**src/rtl/stage_mem_waitstate.sv**
```systemverilog
// stage_mem_waitstate: pipelined ARM MEM stage whose data memory needs a
// configurable number of wait states. It drops ready while an access is in
// flight, owns the MEM/WB register and bubbles write-back on stalled cycles.
// Optional feature macro: MEM_BYTE_ACCESS_EN adds the byte_access port and
// byte-sized loads/stores (little-endian lanes selected by alu_res[1:0]).
module stage_mem_waitstate #(
  parameter int DATA_W      = 32,
  parameter int ADDR_W      = 32,
  parameter int DEPTH       = 64,
  parameter int WAIT_STATES = 2,
  parameter int BASE_ADDR   = 1024
) (
  input  logic              clk,
  input  logic              rst,
  input  logic              wb_en,
  input  logic              mem_read_en,
  input  logic              mem_write_en,
  input  logic [ADDR_W-1:0] alu_res,
  input  logic [DATA_W-1:0] val_rm,
  input  logic [3:0]        dest,
`ifdef MEM_BYTE_ACCESS_EN
  input  logic              byte_access,
`endif
  output logic              ready,
  output logic              wb_en_out,
  output logic              mem_read_out,
  output logic [ADDR_W-1:0] alu_res_out,
  output logic [DATA_W-1:0] data_out,
  output logic [3:0]        dest_out
);

  localparam int IDX_W = (DEPTH > 1) ? $clog2(DEPTH) : 1;
  localparam logic [ADDR_W-1:0] BASE    = ADDR_W'(BASE_ADDR);
  localparam logic [ADDR_W-1:0] DEPTH_A = ADDR_W'(DEPTH);
  localparam logic [3:0]        WS      = 4'(WAIT_STATES);

  typedef enum logic {IDLE, BUSY} state_t;

  state_t            state, state_nxt;
  logic [3:0]        cnt, cnt_nxt;
  logic              req;
  logic              complete;
  logic [ADDR_W-1:0] off;
  logic [ADDR_W-1:0] idx_full;
  logic              in_range;
  logic [IDX_W-1:0]  idx;
  logic [DATA_W-1:0] rd_word;
  logic [DATA_W-1:0] load_word;
  logic [DATA_W-1:0] wr_word;
  logic [DATA_W-1:0] mem [DEPTH];
`ifdef MEM_BYTE_ACCESS_EN
  logic [4:0]        lane_off;
  logic [7:0]        sel_byte;
`endif

  assign req      = mem_read_en | mem_write_en;
  assign complete = req & ready;

  // Address decode; the subtraction wraps, so the >= BASE test rejects addresses below the window
  always_comb begin
    off      = alu_res - BASE;
    idx_full = off >> 2;
    in_range = (alu_res >= BASE) && (idx_full < DEPTH_A);
    idx      = idx_full[IDX_W-1:0];
    rd_word  = in_range ? mem[idx] : '0;
  end

  // Load-data shaping and store-data merge (byte lanes only when the feature is built in)
  always_comb begin
`ifdef MEM_BYTE_ACCESS_EN
    lane_off  = {alu_res[1:0], 3'b000};
    sel_byte  = rd_word[lane_off +: 8];
    load_word = '0;
    wr_word   = val_rm;
    if (byte_access) begin
      load_word[7:0]          = sel_byte;
      wr_word                 = rd_word;
      wr_word[lane_off +: 8]  = val_rm[7:0];
    end else begin
      load_word = rd_word;
    end
`else
    load_word = rd_word;
    wr_word   = val_rm;
`endif
  end

  // State register: FSM state and wait-state counter
  always_ff @(posedge clk or posedge rst) begin
    if (rst) begin
      state <= IDLE;
      cnt   <= '0;
    end else begin
      state <= state_nxt;
      cnt   <= cnt_nxt;
    end
  end

  // Next-state logic: a request with wait states parks in BUSY until cnt reaches WAIT_STATES
  always_comb begin
    state_nxt = state;
    cnt_nxt   = cnt;
    case (state)
      IDLE: begin
        if (req && (WS != 4'd0)) begin
          state_nxt = BUSY;
          cnt_nxt   = 4'd1;
        end
      end
      BUSY: begin
        if (cnt == WS) begin
          state_nxt = IDLE;
          cnt_nxt   = '0;
        end else begin
          cnt_nxt = cnt + 4'd1;
        end
      end
      default: begin
        state_nxt = IDLE;
        cnt_nxt   = '0;
      end
    endcase
  end

  // Output logic: ready is low on every cycle of an access except its completion cycle
  always_comb begin
    ready = 1'b1;
    case (state)
      IDLE:    ready = !(req && (WS != 4'd0));
      BUSY:    ready = (cnt == WS);
      default: ready = 1'b1;
    endcase
  end

  // Data array: cleared on reset, written only on the completion edge of an in-range store
  always_ff @(posedge clk or posedge rst) begin
    if (rst) begin
      for (int i = 0; i < DEPTH; i++) mem[i] <= '0;
    end else if (complete && mem_write_en && in_range) begin
      mem[idx] <= wr_word;
    end
  end

  // MEM/WB register: bubble write-back while stalled, otherwise capture the instruction
  always_ff @(posedge clk or posedge rst) begin
    if (rst) begin
      wb_en_out    <= 1'b0;
      mem_read_out <= 1'b0;
      alu_res_out  <= '0;
      data_out     <= '0;
      dest_out     <= '0;
    end else if (!ready) begin
      wb_en_out    <= 1'b0;
      mem_read_out <= 1'b0;
    end else begin
      wb_en_out    <= wb_en;
      mem_read_out <= mem_read_en;
      alu_res_out  <= alu_res;
      data_out     <= load_word;
      dest_out     <= dest;
    end
  end

endmodule

```
**config.mk**
```make
export PLATFORM = sky130hd
export DESIGN_NAME = stage_mem_waitstate
export DESIGN_NICKNAME = d
export VERILOG_FILES = /design/src/rtl/stage_mem_waitstate.sv
export SDC_FILE = /design/constraint.sdc
export NUM_CORES = 2
export LEC_CHECK = 0
export CORE_MARGIN = 5
export CORE_UTILIZATION = 52
export DETAILED_ROUTE_END_ITERATION = 12
export PLACE_DENSITY = 0.68
export SLEW_MARGIN = 30
export SYNTH_ARGS = -nofsm -noshare
export SYNTH_HDL_FRONTEND = slang
export SYNTH_SLANG_ARGS = --single-unit
```
**constraint.sdc**
```tcl
create_clock -name clk -period 128.1 [get_ports clk]
set_clock_uncertainty 0.1 [all_clocks]
set_input_delay 12.81 -clock clk [delete_from_list [all_inputs] [get_ports clk]]
set_output_delay 12.81 -clock clk [all_outputs]
set_load 0.01 [all_outputs]
```
==> reports/qor.yml <==
hp-class: "register to register"
layout_commonest_cell: "dfrtp_1"
hold_depth: 2
grt_overflow: 0
met1_length_um: 133000
nNetsFinal: 6981
dp_hpwl_um: 186000
start_util: 0.523
clkTransAtPathRegs_ps: 60
fin_cells: 9596
setup_slack_ps: 100920
cts_hold_buf: 0
wl_per_cell_um: 34.1
numCtsBuffers: 216
setup_viol: 0
drt_first_pass_iters: 6
period_needed_ps: 27180
syn-num-nets: 7155
synth_flop_cell: "dfrtp_1"
dr_wl_met3_um: 28500
peakVddDrop_mv: 0.0131
core_area_um2: 188000
routed_wirelength_um: 327000
slew_headroom: 0.237
hp-start: "alu_res_out[1]"
synth.avg_cell_area_um2: 13.9
cts_tree: "done"
grt_pass1_vias: 66800
max_slew.worst_pin.slew_ps: 1140
grt_use_total: 0.327
slew_violations: 0
path_class: "input port to output pin"
syn_area_um2: 98200
grt_max_degree: 182
ctsResizeCount: 0
cp-start-kind: "input port"
min_period_over_period: 0.212
ios: 144
reg2reg_from: "cnt[0]"
ys_types: 81
grt_pass1_wl_um: 476000
grt_antenna_before_repair: 24
synthArstFlopShare: 1.00
critPathCaptureType: "output pin"
synth_edf_count: 0
wl_met2_um: 146000
status: "completed"
num_vias: 64600
setup_tns_ps: 0
route.detailed.drc: 0
fillCellCount: 14700
rows: 159
final_cell_mix: "2123 x dfrtp_1, 1919 x mux2_2, 360 x mux2_4, 299 x o22ai_1, 218 x clkbuf_16"
die_w_um: 444
rr_worst_depth: 9
drt_iter0_drc: 6525
p_leak_nw: 53.9
max-cap-violations: 0
layout-drive-gt1-share: 0.435
reg2reg_to: "mem[1879]"
clock_latency_ps: 860
cellPowerDensity_nw_per_um2: 13.4
cts_buffer_depth: 3
io_buffers: 143
place.gp.congestion: 0.844
synthToLayoutAreaGrowth_pct: 10.7
rsz0062_at_grt: "false"
arrival_ps: 14270
dieArea_um2: 198000
hold_end: "alu_res_out[1]"
hold_viol_final: 0
post-place-cells: 9180
fmax_ghz: 0.0368
seq_area_frac_synth: 0.541
ff_latch_area_um2: 53100
multiInputGateArea_um2: 41900
post-place-ws_ps: 100930
antenna_left: 0
cp.required_ps: 115190
fin_hold_ws_ps: 371
clkSinkCount: 2123
top_layer: "met5"
vias_per_cell: 6.73
reg2reg_slack_ps: 123180
cts_root_buf: "clkbuf_16"
yosysWarnings: 0
die_y_um: 444
htree_levels: 4
post_cts_buffers: 0
path_max_fanout: 4
syn_inst: 7080
power_mw: 1.46
synth-seq-cells: 2123
-- where the power goes --
group | internal, mW | switching, mW
logic | 0.0346 | 0.0940
clock network | 0.375 | 0.275
registers | 0.677 | 0.00396
total | 1.09 | 0.373
-- flip-flops by register name, indices dropped and copies added, names as in the netlist --
name and count:
mem 2048, mem_read_out 1, dest_out 4, data_out 32, cnt 4, wb_en_out 1, state 1, alu_res_out 32
-- logic make-up after synthesis --
family | count (synthesis) | synth area share
AOI/OAI and AO/OA | 1094 | 0.0788
xor gates and xnor gates | 3 | 0.000268
adders and majority gates | 2 | 0.000255
buffers and inverters | 766 | 0.0370
DFF | 2123 | 0.541
muxes | 2592 | 0.318
and+or+nand+nor | 500 | 0.0240
-- worst max-delay path by stage --
| stage | slack (ps) | end | from |
|---|---|---|---|
| after floorplan | 55210 | alu_res_out[0] | rst |
| after global placement | 100940 | ready | mem_read_en |
| after detailed placement | 100930 | ready | mem_read_en |
| after CTS | 100920 | ready | mem_read_en |
| after global routing | 100870 | ready | mem_read_en |
| final | 100920 | ready | mem_read_en |
-- cell usage after synthesis, types with 18 or more instances --
cell type	number	area, µm²
o21ai_0	142	711
nor2b_1	18	113
buf_1	66	248
a221o_1	24	240
buf_2	257	1290
a21oi_1	130	651
o22ai_1	299	1870
mux2_1	21	236
a22oi_1	23	173
buf_6	48	541
nand2_1	212	796
a221oi_1	48	420
o31ai_1	26	195
dfrtp_1	2123	53100
mux2_4	360	5410
a211oi_1	43	323
buf_4	21	158
nor2_1	134	503
mux4_2	86	1940
o221ai_1	172	1510
mux2i_1	206	2060
clkbuf_1	356	1340
a2bb2oi_1	48	420
mux2_2	1919	21600
-- metal layers --
metal / vias to the layer above / global-route usage
met5: - / 0
met2: 3014 / 0.502
li1: 25800 / -
met3: 944 / 0.0779
met1: 34800 / 0.437
met4: 16 / 0.168
-- critical path, cell delays in order --
cell and delay (ps):
clkdlybuf4s50_1 550, nor2_1 150, o21a_1 180, clkdlybuf4s50_1 570
-- cell type report --
class,instances,area share
Clock inverter,65,0.00738
Sequential cell,2123,0.489
Timing Repair Buffer,356,0.0287
Clock buffer,333,0.0598
Multi-Input combinational cell,4191,0.385
Inverter,18,0.000852
Antenna cell,15,0.000345
Tap cell,2495,0.0287
-- per-stage QoR --
step,area [µm²],utilization
2_1_floorplan,98200,-
3_3_place_gp,101000,0.538
3_5_place_dp,101000,0.539
4_1_cts,108000,0.578
5_1_grt,109000,0.579
6_report,109000,0.579
No activity file was read; power rests on OpenSTA's default activity.
